**src/rtl/fabric_pkg.sv**
```systemverilog
// Shared types and default sizing for the fabric request issuer.
package fabric_pkg;

  localparam int DEF_WIDTH   = 32;
  localparam int DEF_DEPTH   = 4;
  localparam int DEF_TIMEOUT = 8;

  typedef enum logic [1:0] {
    IDLE  = 2'd0,
    ISSUE = 2'd1,
    WAIT  = 2'd2,
    RESP  = 2'd3
  } issuer_state_t;

  // Queued command layout at the default width: type bit above the payload.
  typedef struct packed {
    logic                 write;
    logic [DEF_WIDTH-1:0] data;
  } fabric_cmd_t;

endpackage

```
**src/rtl/fabric_cmd_fifo.sv**
```systemverilog
// Small command FIFO with registered full/empty flags and occupancy count.
module fabric_cmd_fifo #(
  parameter int W     = 33,
  parameter int DEPTH = 4
) (
  input  logic                     clk,
  input  logic                     rst,
  input  logic                     push,
  input  logic [W-1:0]             push_data,
  input  logic                     pop,
  output logic [W-1:0]             pop_data,
  output logic                     full,
  output logic                     empty,
  output logic [$clog2(DEPTH):0]   count
);

  localparam int AW = $clog2(DEPTH);
  localparam logic [AW:0] FULL_COUNT = (AW + 1)'(DEPTH);

  logic [W-1:0]  mem [DEPTH];
  logic [AW-1:0] wr_ptr_reg, rd_ptr_reg;
  logic [AW:0]   count_reg, count_next;
  logic          full_reg, empty_reg;
  logic          do_push, do_pop;

  assign do_push  = push && !full_reg;
  assign do_pop   = pop && !empty_reg;
  assign pop_data = mem[rd_ptr_reg];
  assign full     = full_reg;
  assign empty    = empty_reg;
  assign count    = count_reg;

  always_comb begin
    count_next = count_reg;
    if (do_push && !do_pop) count_next = count_reg + 1'b1;
    else if (!do_push && do_pop) count_next = count_reg - 1'b1;
  end

  // Pointers wrap naturally because DEPTH is a power of two.
  always_ff @(posedge clk) begin
    if (rst) begin
      wr_ptr_reg <= '0;
      rd_ptr_reg <= '0;
      count_reg  <= '0;
      full_reg   <= 1'b0;
      empty_reg  <= 1'b1;
    end else begin
      if (do_push) wr_ptr_reg <= wr_ptr_reg + 1'b1;
      if (do_pop)  rd_ptr_reg <= rd_ptr_reg + 1'b1;
      count_reg <= count_next;
      full_reg  <= (count_next == FULL_COUNT);
      empty_reg <= (count_next == '0);
    end
  end

  always_ff @(posedge clk) begin
    if (do_push) mem[wr_ptr_reg] <= push_data;
  end

endmodule

```
**src/rtl/fabric_req_issuer.sv**
```systemverilog
// Queues upstream commands and issues them one at a time to the fabric,
// returning a response (or a timeout error) for each.
module fabric_req_issuer
  import fabric_pkg::*;
#(
  parameter int WIDTH   = DEF_WIDTH,
  parameter int DEPTH   = DEF_DEPTH,
  parameter int TIMEOUT = DEF_TIMEOUT
) (
  input  logic             clk,
  input  logic             rst,
  input  logic             cmd_valid,
  output logic             cmd_ready,
  input  logic             cmd_write,
  input  logic [WIDTH-1:0] cmd_data,
  output logic             fab_read_req,
  output logic             fab_write_req,
  output logic [WIDTH-1:0] fab_write_data,
  input  logic [WIDTH-1:0] fab_read_data,
  input  logic             fab_resp_valid,
  output logic             rsp_valid,
  input  logic             rsp_ready,
  output logic [WIDTH-1:0] rsp_data,
  output logic             rsp_write,
  output logic             rsp_err,
  output logic             busy
);

  localparam int CW = $clog2(DEPTH) + 1;
  localparam int TW = $clog2(TIMEOUT);
  localparam logic [TW-1:0] TMO_LAST = TW'(TIMEOUT - 1);
  localparam logic [CW-1:0] ONE_ENTRY = CW'(1);

  // Same layout as fabric_cmd_t, sized by this instance's WIDTH.
  typedef struct packed {
    logic             write;
    logic [WIDTH-1:0] data;
  } cmd_t;

  issuer_state_t state_reg;
  logic [TW-1:0] tmo_reg;
  logic          cur_write_reg;

  cmd_t          push_cmd, head_cmd;
  logic          fifo_push, fifo_pop, fifo_full, fifo_empty;
  logic [CW-1:0] fifo_count;
  logic          stays_idle, fifo_nonempty_next, busy_next;

  assign push_cmd.write = cmd_write;
  assign push_cmd.data  = cmd_data;
  assign cmd_ready      = !fifo_full;
  assign fifo_push      = cmd_valid && !fifo_full;
  assign fifo_pop       = (state_reg == IDLE) && !fifo_empty;

  fabric_cmd_fifo #(
    .W     ($bits(cmd_t)),
    .DEPTH (DEPTH)
  ) u_fifo (
    .clk       (clk),
    .rst       (rst),
    .push      (fifo_push),
    .push_data (push_cmd),
    .pop       (fifo_pop),
    .pop_data  (head_cmd),
    .full      (fifo_full),
    .empty     (fifo_empty),
    .count     (fifo_count)
  );

  // busy is registered, so it is computed from next-cycle state and occupancy.
  assign stays_idle = ((state_reg == IDLE) && fifo_empty) ||
                      ((state_reg == RESP) && rsp_ready);
  assign fifo_nonempty_next = fifo_push || (fifo_count > ONE_ENTRY) ||
                              (!fifo_empty && !fifo_pop);
  assign busy_next = !stays_idle || fifo_nonempty_next;

  always_ff @(posedge clk) begin
    if (rst) begin
      state_reg      <= IDLE;
      tmo_reg        <= '0;
      cur_write_reg  <= 1'b0;
      fab_read_req   <= 1'b0;
      fab_write_req  <= 1'b0;
      fab_write_data <= '0;
      rsp_valid      <= 1'b0;
      rsp_data       <= '0;
      rsp_write      <= 1'b0;
      rsp_err        <= 1'b0;
      busy           <= 1'b0;
    end else begin
      fab_read_req   <= 1'b0;
      fab_write_req  <= 1'b0;
      fab_write_data <= '0;
      busy           <= busy_next;
      case (state_reg)
        IDLE: begin
          if (!fifo_empty) begin
            cur_write_reg  <= head_cmd.write;
            fab_write_req  <= head_cmd.write;
            fab_read_req   <= !head_cmd.write;
            fab_write_data <= head_cmd.write ? head_cmd.data : '0;
            state_reg      <= ISSUE;
          end
        end
        ISSUE: begin
          tmo_reg   <= '0;
          state_reg <= WAIT;
        end
        WAIT: begin
          if (fab_resp_valid) begin
            rsp_data  <= cur_write_reg ? '0 : fab_read_data;
            rsp_write <= cur_write_reg;
            rsp_err   <= 1'b0;
            rsp_valid <= 1'b1;
            state_reg <= RESP;
          end else if (tmo_reg == TMO_LAST) begin
            rsp_data  <= '0;
            rsp_write <= cur_write_reg;
            rsp_err   <= 1'b1;
            rsp_valid <= 1'b1;
            state_reg <= RESP;
          end else begin
            tmo_reg <= tmo_reg + 1'b1;
          end
        end
        RESP: begin
          if (rsp_ready) begin
            rsp_valid <= 1'b0;
            state_reg <= IDLE;
          end
        end
        default: state_reg <= IDLE;
      endcase
    end
  end

endmodule

```
**config.mk**
```make
export PLATFORM = sky130hd
export DESIGN_NAME = fabric_req_issuer
export DESIGN_NICKNAME = d
export VERILOG_FILES = /design/src/rtl/fabric_pkg.sv /design/src/rtl/fabric_cmd_fifo.sv /design/src/rtl/fabric_req_issuer.sv
export SDC_FILE = /design/constraint.sdc
export NUM_CORES = 1
export LEC_CHECK = 0
export CELL_PAD_IN_SITES_DETAIL_PLACEMENT = 1
export CELL_PAD_IN_SITES_GLOBAL_PLACEMENT = 1
export CORE_MARGIN = 3
export CORE_UTILIZATION = 39
export DETAILED_ROUTE_END_ITERATION = 10
export PLACE_DENSITY_LB_ADDON = 0.3
export SLEW_MARGIN = 15
export SYNTH_ARGS = -nofsm -noshare
export SYNTH_HDL_FRONTEND = slang
export SYNTH_SLANG_ARGS = --single-unit
```
**constraint.sdc**
```tcl
create_clock -name clk -period 2 [get_ports clk]
set_input_delay 0.2 -clock clk [delete_from_list [all_inputs] [get_ports clk]]
set_output_delay 0.2 -clock clk [all_outputs]
set_load 0.05 [all_outputs]
```
==> results of run 1 <==
==> area by class of cell <==
class,count,share of cell area
Clock buffer,29,0.06037
Clock inverter,13,0.009982
Inverter,10,0.003608
Multi-Input combinational cell,227,0.1924
Sequential cell,219,0.5490
Tap cell,265,0.03187
Timing Repair Buffer,154,0.1527
==> placed cells by master (no fill, tap or decap), drive strengths merged, types with 10 or more instances in the layout <==
| cell type | n |
|---|---|
| dfxtp | 87 |
| clkbuf | 29 |
| nor2 | 43 |
| a22oi | 33 |
| and3 | 33 |
| edfxtp | 132 |
| clkdlybuf4s50 | 139 |
| a21oi | 10 |
| buf | 15 |
| nand2 | 13 |
| mux4 | 33 |
| ha | 14 |
| inv | 11 |
==> kinds of logic after synthesis <==
group,count (synthesis),share of synthesized area
adder cells (fa/ha/maj),14,0.02227
buffers and inverters,41,0.02243
AND/OR/NAND/NOR,119,0.07875
flip-flops,219,0.7254
AO/OA/AOI/OAI,55,0.04963
multiplexers,35,0.09704
XOR/XNOR,4,0.004455
==> through the flow <==
step | util | cell area (µm²) | total power [µW]
global placement | 0.4917 | 9663 | 9165
global route | 0.5293 | 10400 | 13990
CTS | 0.5292 | 10400 | 13550
finish | 0.5293 | 10400 | 13340
detailed placement | 0.4917 | 9663 | 9345
floorplan | - | 7870 | 8080
==> routing by layer <==
metal / vias to the layer above / GRT usage / wire length, µm
met5: - / 0 / 0
met4: 0 / 0.05774 / 437
met3: 33 / 0.03035 / 839
met2: 132 / 0.3026 / 9751
met1: 2374 / 0.2064 / 7638
li1: 2140 / - / -
==> how the worst max path moves through the flow <==
stage | slack (ns) | to | cells after the start | start
final | 0.06 | u_fifo.empty | 5 | u_fifo.count[1]
after detailed placement | -0.004 | u_fifo.empty | 5 | u_fifo.count[0]
after floorplan | 0.22 | u_fifo.full | 7 | state_reg[0]
after global routing | 0.004 | u_fifo.full | 6 | state_reg[0]
after CTS | 0.06 | u_fifo.empty | 5 | u_fifo.count[1]
after global placement | 0.16 | u_fifo.full | 5 | u_fifo.count[0]
==> critical path, delay by kind of cell (launching register included) <==
| kind | cells | cell delay [ns] |
|---|---|---|
| compound gates | 2 | 0.43 |
| fa+ha+maj | 1 | 0.34 |
| simple gates | 1 | 0.56 |
| buf+inv | 1 | 0.11 |
| flops | 1 | 0.40 |
==> report_power, final <==
part	total (µW)	leakage (µW)	internal (µW)	switching, µW
registers	5620	0.00192	5370	251
clock network	4110	0.000356	2370	1740
logic	3610	0.00138	1520	2090
total	13300	0.00366	9250	4090
==> impl_metrics.csv, run 1 <==
group,metric,value,unit
run_status,outcome,"finished clean",
die,fp.coreArea,19650,µm²
sta,setup_ws,0.06294,ns
setup_path,slowest_stage,"or4_1",
routing,via_per_inst,5.103,
setup_path,critPathKind,"register to register",
worst_hold_path,hold_class,"primary input to register",
routing,wire_per_inst,20.36,µm
setup_path,crit_chain,"inv_1, ha_1, or4_1, o311a_1, o31ai_2",
finish,diodes,0,
sta,worst_pin_slew,0.6842,ns
clock_network,cts_max_level,1,
sta,skew,0.02209,ns
sta,rsz0062_at_grt,"no",
setup_path,reg2regPathDepth,5,
finish,reg.largest.list,"u_fifo.mem: 132 flops, fab_write_data: 32 flops, rsp_data: 32 flops",
finish,regMostFlops,"u_fifo.mem",
grt,grt_pass1_vias,5269,
worst_hold_path,min-delay-start,"rst",
clock_network,clk_pin_slew,0.06,ns
setup_path,required,2.41,ns
setup_path,crit_arrival,2.35,ns
clock_network,cts_buffers,23,
routing,wl,18.67,mm
logic_synthesis,synth-edff-count,132,
placed_design,gp_congestion,0.7564,
placed_design,place_inst,875,
logic_synthesis,synth_cells,487,
placed_design,hpwl,11.79,mm
logic_synthesis,ys.flop_type,"edfxtp_1",
finish,nNetsFinal,719,
grt,track_usage,0.1690,
finish,multi_input_area,2002,µm²
worst_hold_path,holdPathStages,5,
sta,fin_setup_tns,0,ns
die,start_util,0.4002,
die,die-area,21910,µm²
die,io_pins,141,
setup_path,reg2reg_to,"u_fifo.empty",
sta,setup_viol,0,
clock_network,cts_resized,2,
placed_design,pre_cts_slack,-0.004434,ns
logic_synthesis,yosysSeqAreaShare,0.7254,
pwr,p_leak,0.003655,µW
clock_network,clock_latency,0.52,ns
routing,antenna_left,0,
logic_synthesis,syn_area,7865,µm²
clock_network,clockBufferDepth,3,
sta,finalMaxSlewViolations,0,
die,die_w,148.0,µm
clock_network,clock-sinks,219,
logic_synthesis,yosysMostFrequentCell,"edfxtp_1",
logic_synthesis,synth_commonest_cells,"edfxtp_1, dfxtp_1, nor2_1",
logic_synthesis,synth_warnings,0,
clock_network,postCtsHoldBufs,0,
sta,hold_ws,0.1535,ns
sta,fmax,516.2,MHz
finish,stdcell_count,917,
logic_synthesis,avgSynthCellArea,16.15,µm²
clock_network,cts_tree,"yes",
die,rows,51,
routing,dr.first_iter.drc_count,251,
clock_network,post-cts-setup-buffer-count,0,
logic_synthesis,yosysUniqueCellTypes,37,
setup_path,critPathMaxFanout,5,
sta,fin_crit_sh,0.9685,
logic_synthesis,yosysTopAreaCell,"edfxtp_1",
clock_network,root_buffer,"clkbuf_16",
logic_synthesis,ys_ff_latch,219,
setup_path,cp-end-kind,"register",
sta,slew_headroom,0.5439,
job,maxCapViolCount,0,
finish,layout-drive-gt1-share,0.1488,
pwr,power_density,1282,nW/µm²
setup_path,cp_slowest_stage_delay,0.56,ns
sta,finalHoldViolCount,0,
grt,grt_start_max_net_pins,54,
grt,antenna_found_initial,0,
finish,largest_register_ffs,132,
finish,seq_area,5712,µm²
finish,fillers,1921,
routing,drc,0,
finish,syn_to_final_growth,32.28,%
die,die_h,148.0,µm
setup_path,r2r_setup_slack,0.06,ns
setup_path,start_kind,"register",
pwr,vdd_drop_max,0.7358,mV
logic_synthesis,ys_async_sr_fraction,0,
placed_design,portBuffers,140,
logic_synthesis,yosys-top-cells-area,"edfxtp_1, dfxtp_1, mux4_2, a22oi_1, and3_1",
routing,detail_route.first_pass.iterations,4,
grt,grt_overflow,0,
logic_synthesis,synth.net_count,571,
worst_hold_path,min_to,"fab_write_req",
logic_synthesis,synth_top_area_share,0.5040,
routing,vias,4679,
setup_path,r2r_start,"u_fifo.count[1]",
grt,grt_first_pass_wirelength,29.06,mm
sta,min_period,1.937,ns
Note: power is estimated with default switching activity, not from simulation.
==> run 2, diff against run 1 <==
--- a/config.mk
+++ b/config.mk
@@ -10,6 +10,8 @@
 export CORE_MARGIN = 3
 export CORE_UTILIZATION = 39
 export DETAILED_ROUTE_END_ITERATION = 10
+export GPL_ROUTABILITY_DRIVEN = 0
+export HOLD_SLACK_MARGIN = 0.05
 export PLACE_DENSITY_LB_ADDON = 0.3
 export SLEW_MARGIN = 15
 export SYNTH_ARGS = -nofsm -noshare
==> results of run 2 <==
Same layout as run 1: the final DEF is identical, and so are final timing and power.
